**src/rtl/pend_scan_pkg.sv**
```systemverilog
// Shared types and widths for the pending-event scanner.
package pend_scan_pkg;
  localparam int VEC_W = 32;
  localparam int IDX_W = 5;

  typedef enum logic {EMPTY = 1'b0, OFFER = 1'b1} state_t;
endpackage

```
**src/rtl/pe32_5.sv**
```systemverilog
// 32-to-5 priority encoder: index of the highest set bit, plus an any-set flag.
module pe32_5 (
  input  logic [31:0] i_req,
  output logic [4:0]  o_idx,
  output logic        o_v
);
  always_comb begin
    o_idx = '0;
    // Ascending scan so the highest set bit wins.
    for (int i = 0; i < 32; i++)
      if (i_req[i]) o_idx = 5'(i);
  end

  assign o_v = |i_req;
endmodule

```
**src/rtl/pend_scan32.sv**
```systemverilog
// Pending-event scanner: accumulates event bits and issues the highest pending
// index on a registered valid/ready port, counting coalesced re-sets.
module pend_scan32
  import pend_scan_pkg::*;
#(
  parameter int CNT_W = 8
) (
  input  logic             clk,
  input  logic             reset,
  input  logic [VEC_W-1:0] set_vec,
  input  logic             set_en,
  input  logic             flush,
  output logic [IDX_W-1:0] out_idx,
  output logic             out_valid,
  input  logic             out_ready,
  output logic [VEC_W-1:0] pending,
  output logic [CNT_W-1:0] coal_cnt
);
  localparam int SW = CNT_W + 6;

  function automatic logic [5:0] popcnt(input logic [VEC_W-1:0] v);
    logic [5:0] n;
    n = '0;
    for (int i = 0; i < VEC_W; i++) n = n + 6'(v[i]);
    return n;
  endfunction

  state_t           r_state, w_state_nxt;
  logic [VEC_W-1:0] r_pend;
  logic [IDX_W-1:0] r_idx;
  logic [CNT_W-1:0] r_cnt;

  logic [IDX_W-1:0] w_pick;
  logic             w_v;
  logic             w_load;
  logic [VEC_W-1:0] w_clr, w_set, w_pend_nxt;
  logic [5:0]       w_coal;
  logic [SW-1:0]    w_sum, w_max;
  logic [CNT_W-1:0] w_cnt_nxt;

  pe32_5 u_pe (
    .i_req (r_pend),
    .o_idx (w_pick),
    .o_v   (w_v)
  );

  always_comb begin
    w_state_nxt = r_state;
    w_load      = 1'b0;
    case (r_state)
      EMPTY: if (w_v) begin
        w_load      = 1'b1;
        w_state_nxt = OFFER;
      end
      OFFER: if (out_ready) begin
        if (w_v) w_load = 1'b1;
        else     w_state_nxt = EMPTY;
      end
      default: w_state_nxt = EMPTY;
    endcase
  end

  // A bit being retired and re-set on the same edge is a new event, not a coalesce.
  assign w_clr      = w_load ? (VEC_W'(1) << w_pick) : '0;
  assign w_set      = set_en ? set_vec : '0;
  assign w_pend_nxt = (r_pend & ~w_clr) | w_set;
  assign w_coal     = popcnt(w_set & r_pend & ~w_clr);
  assign w_sum      = SW'(r_cnt) + SW'(w_coal);
  assign w_max      = SW'({CNT_W{1'b1}});
  assign w_cnt_nxt  = (w_sum > w_max) ? {CNT_W{1'b1}} : w_sum[CNT_W-1:0];

  always_ff @(posedge clk or posedge reset) begin
    if (reset) begin
      r_state <= EMPTY;
      r_pend  <= '0;
      r_idx   <= '0;
      r_cnt   <= '0;
    end else if (flush) begin
      r_state <= EMPTY;
      r_pend  <= '0;
      r_idx   <= '0;
      r_cnt   <= '0;
    end else begin
      r_state <= w_state_nxt;
      r_pend  <= w_pend_nxt;
      r_cnt   <= w_cnt_nxt;
      if (w_load) r_idx <= w_pick;
    end
  end

  assign out_idx   = r_idx;
  assign out_valid = (r_state == OFFER);
  assign pending   = r_pend;
  assign coal_cnt  = r_cnt;
endmodule

```
**config.mk**
```make
export PLATFORM = sky130hd
export DESIGN_NAME = pend_scan32
export DESIGN_NICKNAME = d
export VERILOG_FILES = /design/src/rtl/pend_scan_pkg.sv /design/src/rtl/pe32_5.sv /design/src/rtl/pend_scan32.sv
export SDC_FILE = /design/constraint.sdc
export NUM_CORES = 1
export LEC_CHECK = 0
export CAP_MARGIN = 40
export CORE_MARGIN = 2
export CORE_UTILIZATION = 47
export CTS_BUF_LIST = sky130_fd_sc_hd__clkbuf_8
export CTS_CLUSTER_DIAMETER = 50
export CTS_CLUSTER_SIZE = 40
export DETAILED_ROUTE_END_ITERATION = 10
export DONT_BUFFER_PORTS = 1
export HOLD_SLACK_MARGIN = 0.06
export RECOVER_POWER = 25
export SYNTH_ARGS = -nofsm -noshare
export SYNTH_HDL_FRONTEND = slang
export SYNTH_SLANG_ARGS = --single-unit
```
**constraint.sdc**
```tcl
create_clock -name clk -period 7.6 [get_ports clk]
set_input_delay 1.52 -clock clk [delete_from_list [all_inputs] [get_ports clk]]
set_output_delay 1.52 -clock clk [all_outputs]
set_load 0.05 [all_outputs]
```
==> run_results.csv, run 1 <==
group,metric,value,unit
clocking,clk_latency,310,ps
logic_synthesis,yosysWarnings,0,
global_routing,grt_pass1_vias,3480,
logic_synthesis,ys_ff_latch,46,
timing,relSlewSlack,-18.2,%
logic_synthesis,synth.cell_area,3910,µm²
logic_synthesis,synth_edf_count,0,
logic_synthesis,syn_avg_cell_area,9.14,µm²
final_layout,final_cells,580,
final_layout,layout_commonest_cell,"a21oi_1",
logic_synthesis,synthCells,428,
power,switchingPower,0.000419,W
timing,max_freq,0.136,GHz
final_layout,final_cell_mix,"a21oi_1, buf_4, dfrtp_1",
clocking,cts-root-buf,"clkbuf_8",
clocking,cts.clk_slew.worst_paths,90,ps
clocking,clock_sinks,46,
global_routing,grt_pass1_wl,18300,µm
clocking,cts_made_buffers,5,
worst_setup_path,cp-start-kind,"flop",
power,switching_share,45.2,%
worst_setup_path,worst_path_most_repeated_cell,"fa_1",
die,core_area,8130,µm²
global_routing,overflow,0,
detailed_routing,vias,3585,
logic_synthesis,async_flop_share,100,%
die,dieHeight,95.3,µm
worst_setup_path,worstPathArrival,7530,ps
detailed_routing,drcViolationCount,0,
worst_setup_path,cp_slowest_stage_delay,560,ps
timing,setup_viol,0,
logic_synthesis,yosysUniqueCellTypes,58,
power,powerDensity,203,nW/µm²
detailed_routing,ant_nets,0,
timing,hold_violations,0,
timing,drv_slew,31,
worst_setup_path,crit_path_top_delay_cell,"fa_1",
detailed_routing,detail_route.first_pass.iterations,7,
detailed_routing,routed_wl,11800,µm
placement,dp.cells,567,
power,power_frac_clock,17.5,%
clocking,htreeDepth,2,
die,die_area,9070,µm²
die,initial_core_util,48.1,%
run_status,status,"finished with violations",
die,pin_count,83,
die,die_x,95.3,µm
clocking,clockBufferDepth,2,
die,num_rows,33,
detailed_routing,first_iter_violations,207,
hold_path,hp-class,"reg2reg",
placement,hpwl,9050,µm
power,ir_drop,167,µV
global_routing,grt_max_degree,83,
worst_setup_path,worstSetupPathType,"reg2reg",
worst_setup_path,end_kind,"flop",
global_routing,antenna_found_initial,0,
power,power.leakage,2.05,nW
worst_setup_path,crit_chain,"or3_1 > a221oi_2 > o21ai_2 > a221o_2 > and3_4 > a21o_1 > fa_1 > fa_1 > inv_1 > fa_1 > inv_1 > fa_1 > fa_1 > inv_1 > fa_1 > fa_2 > fa_1 > a21o_1 > a21oi_2 > nand2b_1 > a211oi_1 > o21ai_1 > buf_4 > a21oi_1",
run_status,violations,"max-capacitance violations, max-slew violations",
placement,gp_congestion,0.889,
power,p_seq_share,35.4,%
worst_setup_path,crit_required,7790,ps
final_layout,final_nets,552,
detailed_routing,wire_per_inst,20.4,µm
placement,placed_cell_area,4370,µm²
worst_setup_path,worstPathMaxFanout,8,
logic_synthesis,synth_nets,506,
global_routing,grt.total_usage,26.7,%
timing,min_period_over_period,96.5,%
final_layout,finalInstanceArea,4560,µm²
timing,clock_skew,13.3,ps
logic_synthesis,ys_seq_area_share,29.4,%
power,comb_power_share,47.1,%
final_layout,drive_gt1_share,22.7,%
detailed_routing,vias_per_cell,6.18,
timing,finalCriticalPeriod,7340,ps
final_layout,diodes,0,
final_layout,finish.utilization,56.1,%
placement,io_buffers,0,
final_layout,syn2layout_area_growth,16.6,%
timing,tightest_slew,1770,ps
power,p_int,0.000509,W
power,power.total,0.000928,W
clocking,cts_tree,"built",
job,cap_violations,1,
logic_synthesis,synthFlopType,"dfrtp_1",
-- kinds of logic after synthesis --
group	after synthesis	synth area share [%]
xor gates and xnor gates	5	1.12
buffers and inverters	58	6.20
adders and majority gates	41	18.1
muxes	1	0.256
and+or+nand+nor	119	16.5
DFF	46	29.4
AOI/OAI and AO/OA	158	28.4
-- layer usage --
layer  GRT usage, %  share of wire [%]  up-vias
li1               -                  -     1659
met3           5.69                7.7       24
met4           8.70                2.2        0
met1           34.9                 41     1747
met5              0                  0        -
met2           44.1                 49      155
-- synth_stat cells, drive strengths merged (2+ instances only) --
| cell type | instances | area (µm²) |
|---|---|---|
| a211o | 2 | 17.5 |
| a211oi | 24 | 215 |
| a21boi | 2 | 18.8 |
| a21o | 17 | 128 |
| a21oi | 70 | 354 |
| a221oi | 3 | 38.8 |
| a311oi | 12 | 118 |
| a31o | 2 | 17.5 |
| a31oi | 3 | 18.8 |
| and2 | 4 | 25.0 |
| and3 | 3 | 28.8 |
| buf | 7 | 51.3 |
| clkbuf | 15 | 56.3 |
| dfrtp | 46 | 1150 |
| fa | 26 | 521 |
| ha | 15 | 188 |
| inv | 36 | 135 |
| nand2 | 17 | 63.8 |
| nand2b | 6 | 37.5 |
| nand3 | 24 | 120 |
| nor2 | 29 | 109 |
| nor2b | 3 | 18.8 |
| nor3 | 8 | 50.1 |
| nor3b | 2 | 37.5 |
| nor4 | 12 | 81.3 |
| o21ai | 8 | 40.0 |
| o21bai | 2 | 26.3 |
| o311ai | 2 | 17.5 |
| o31ai | 3 | 22.5 |
| or2 | 4 | 25.0 |
| or3 | 4 | 25.0 |
| xnor2 | 3 | 26.3 |
| xor2 | 2 | 17.5 |
-- area by class of cell --
| cell class | instances | area (µm²) |
|---|---|---|
| inverter | 36 | 135 |
| clock buffer | 6 | 82.6 |
| sequential | 46 | 1150 |
| clock inverter | 2 | 8.76 |
| tap | 105 | 131 |
| timing repair buffer | 61 | 458 |
| fill | 762 | 3570 |
| multi-input combinational | 324 | 2590 |
-- stage by stage --
stage | TNS (ps) | worst slack [ps] | hold slack, ps
after floorplan | 0 | 53.0 | 797
after global placement | -39.6 | -11.4 | 638
after detailed placement | -960 | -148 | 676
after CTS | 0 | 136 | 691
after global routing | -53.2 | -19.9 | 698
final | 0 | 264 | 693
-- worst max-delay path: cells and delay by family (launching register included) --
family          cells  cell delay, ps
simple gates        3             830
flops               1             440
fa+ha+maj           8            3990
buf+inv             4             340
compound gates      9            1600
-- power by group through the flow --
| stage | sequential (W) | combinational (W) | clock [W] |
|---|---|---|---|
| global placement | 0.000331 | 0.000412 | 0 |
| global route | 0.000332 | 0.000485 | 0.000175 |
| finish | 0.000328 | 0.000437 | 0.000162 |
| floorplan | 0.000375 | 0.000258 | 0 |
| detailed placement | 0.000332 | 0.000416 | 0 |
| CTS | 0.000327 | 0.000421 | 0.000167 |
-- flip-flops by register name (all words and copies together) (netlist names) --
register	cells
coal_cnt	8
pending	32
out_idx	5
out_valid	1
-- path summary, 6_finish.rpt --
kind | start | end | slack [ps] | cells after the start
min | pending[9] | pending[9] | 690 | 2
max in group asynchronous | reset | pending[9] | 4230 | 2
max | pending[12] | coal_cnt[3] | 260 | 24
min in group asynchronous | reset | pending[0] | 1180 | 1
max reg2reg | pending[12] | coal_cnt[3] | 260 | 24
min reg2reg | pending[9] | pending[9] | 690 | 2
-- repair_timing --
| item | CTS | global route |
|---|---|---|
| setup buffers | 0 | 5 |
| hold buffers | 0 | 0 |
| resized for setup | 0 | 17 |
| setup endpoints to repair | 0 | 8 |
(Power assumes the default switching activity.)
==> inputs of run 2 (changes only) <==
--- a/config.mk
+++ b/config.mk
@@ -5,7 +5,6 @@
 export SDC_FILE = /design/constraint.sdc
 export NUM_CORES = 1
 export LEC_CHECK = 0
-export CAP_MARGIN = 40
 export CORE_MARGIN = 2
 export CORE_UTILIZATION = 47
 export CTS_BUF_LIST = sky130_fd_sc_hd__clkbuf_8
@@ -15,6 +14,7 @@
 export DONT_BUFFER_PORTS = 1
 export HOLD_SLACK_MARGIN = 0.06
 export RECOVER_POWER = 25
+export REMOVE_ABC_BUFFERS = 1
 export SYNTH_ARGS = -nofsm -noshare
 export SYNTH_HDL_FRONTEND = slang
 export SYNTH_SLANG_ARGS = --single-unit
==> run 2 against run 1 <==
  * The run still ends with max-capacitance violations, max-slew violations left
  * Combinational power is essentially flat
  * Clock skew is essentially flat
  * Global-route usage shrank 0.28 points
  * Highest routed layer unchanged
  * Largest cell class unchanged
  * Critical path type is now in2reg
==> run_results.csv, run 2 (same netlist as run 1, synthesis figures left out) <==
group,metric,value,unit
detailed_routing,first_iter_violations,205,
timing,setup-tns-final,0,ps
detailed_routing,wl_met2,5720,µm
placement,pre_cts_ws,-77.6,ps
hold_path,hp-class,"reg2reg",
detailed_routing,detail_route.first_pass.iterations,7,
worst_setup_path,worstSetupPathType,"in2reg",
worst_setup_path,cp-start-kind,"primary input",
worst_setup_path,worstPathMaxFanout,7,
die,dieHeight,95.3,µm
placement,gp_congestion,0.880,
worst_setup_path,cp_slowest_stage_delay,580,ps
clocking,htreeDepth,2,
detailed_routing,ant_nets,0,
final_layout,layout_commonest_cell,"a21oi_1",
die,pin_count,83,
global_routing,overflow,0,
worst_setup_path,crit_family,"adder cells",
worst_setup_path,crit_required,7790,ps
final_layout,final_cell_mix,"a21oi_1, buf_4, dfrtp_1",
global_routing,antenna_found_initial,0,
timing,hold_violations,0,
detailed_routing,vias,3618,
die,die_area,9070,µm²
timing,max_freq,0.137,GHz
timing,min_period_over_period,96.4,%
worst_setup_path,crit_path_top_delay_cell,"fa_1",
detailed_routing,drcViolationCount,0,
final_layout,diodes,0,
placement,hpwl,8850,µm
clocking,ctsHoldBuffers,0,
final_layout,finish.utilization,55.9,%
die,initial_core_util,48.1,%
clocking,clockBufferDepth,2,
placement,io_buffers,0,
clocking,cts_made_buffers,5,
detailed_routing,wire_per_inst,20.3,µm
timing,clock_skew,13.2,ps
final_layout,regArea,1150,µm²
timing,setup_viol,0,
detailed_routing,wl_met1,4670,µm
timing,finalCriticalPeriod,7330,ps
power,power.leakage,2.05,nW
timing,rsz0062_at_grt,"false",
worst_setup_path,end_kind,"flop",
worst_setup_path,cp.depth,22,
clocking,cts-root-buf,"clkbuf_8",
job,cap_violations,1,
power,power.total,0.000925,W
worst_setup_path,worstPathArrival,7520,ps
clocking,clk_latency,310,ps
worst_setup_path,worst_path_most_repeated_cell,"fa_1",
die,core_area,8130,µm²
die,num_rows,33,
final_layout,largest_reg_flops,32,
detailed_routing,routed_wl,11700,µm
clocking,cts_tree,"built",
timing,setup_ws,275,ps
run_status,status,"finished with violations",
hold_path,worstHoldPathCells,2,
final_layout,multi_input_area,2580,µm²
global_routing,grt_pass1_vias,3418,
timing,tightest_slew,1880,ps
final_layout,syn2layout_area_growth,16.1,%
power,ir_drop,137,µV
final_layout,n_fill_cell,734,
detailed_routing,vias_per_cell,6.25,
global_routing,grt_max_degree,83,
worst_setup_path,r2r_cells,24,
clocking,clock_sinks,46,
worst_setup_path,crit_chain,"nor2b_1 > buf_4 > nor3_2 > nor3b_4 > inv_1 > o311ai_2 > fa_1 > fa_1 > fa_1 > fa_1 > fa_1 > inv_1 > fa_1 > fa_1 > fa_1 > a21o_1 > a21oi_1 > nand2b_1 > a211oi_1 > o21ai_1 > buf_4 > a21oi_1",
clocking,cts.clk_slew.worst_paths,90,ps
global_routing,grt.total_usage,26.4,%
worst_setup_path,path_buf_inv,4,
final_layout,final_nets,551,
timing,relSlewSlack,-25.5,%
final_layout,drive_gt1_share,22.2,%
run_status,violations,"max-capacitance violations, max-slew violations",
die,die_x,95.3,µm
timing,drv_slew,47,
global_routing,grt_pass1_wl,18100,µm
detailed_routing,wl_met3,1070,µm
detailed_routing,highest_layer,"met4",
power,powerDensity,204,nW/µm²
[run 2: cell types whose count changed in the layout (fill, tap and decap cells not counted), sizes merged]
cell / before / now
clkbuf: 7 / 6
[run 2: per-layer routing]
metal  track usage [%]  up-vias
li1                  -     1657
met4              8.33        0
met1              35.7     1767
met3              4.35       19
met5                 0        -
met2              43.4      175
[run 2: what timing repair did]
action / CTS / global route
resized for setup: 0 / 15
endpoints found under the setup margin: 0 / 8
setup buffers: 0 / 3
[run 2: report_power, final]
part           total [W]  switching [W]  internal (W)
clock network   0.000163      0.0000909     0.0000724
logic           0.000436       0.000268      0.000167
registers       0.000326      0.0000593      0.000267
total           0.000925       0.000419      0.000507
[run 2: final cells by class]
class	instances	share of cell area (%)
repair buffers	60	9.91
inverters	36	2.97
flip-flops and latches	46	25.4
clock buffers	6	1.82
well taps	105	2.89
clock inverters	2	0.193
multi-input cells	324	56.8
[run 2: worst paths after layout]
check | from | slack, ps | to
max in group asynchronous | reset | 4680 | pending[14]
worst min register to register | pending[21] | 630 | pending[21]
min in group asynchronous | reset | 1710 | pending[10]
worst min-delay path | pending[21] | 630 | pending[21]
worst max-delay path | out_ready | 270 | coal_cnt[2]
worst max register to register | pending[12] | 310 | coal_cnt[2]
[run 2: worst reg2reg max path, cell delays in order, from the launching register on]
cell and delay, ps:
dfrtp_2 450, or3_1 400, a221oi_2 190, o21ai_2 130, a221o_2 490, and3_4 280
a21o_1 180, fa_1 500, fa_1 540, inv_1 50, fa_1 490, inv_1 50
fa_1 460, fa_1 550, inv_1 60, fa_1 510, fa_1 470, fa_1 400
a21o_1 190, a21oi_1 180, nand2b_1 150, a211oi_1 70, o21ai_1 120, buf_4 160
a21oi_1 70
[run 2: metrics by stage]
step / hold slack, ps / cell area (µm²) / cells
after CTS: 629 / 4460 / 576
after floorplan: 792 / 3810 / 406
after detailed placement: 608 / 4370 / 568
final: 627 / 4550 / 579
after global placement: 611 / 4370 / 568
after global routing: 679 / 4550 / 579
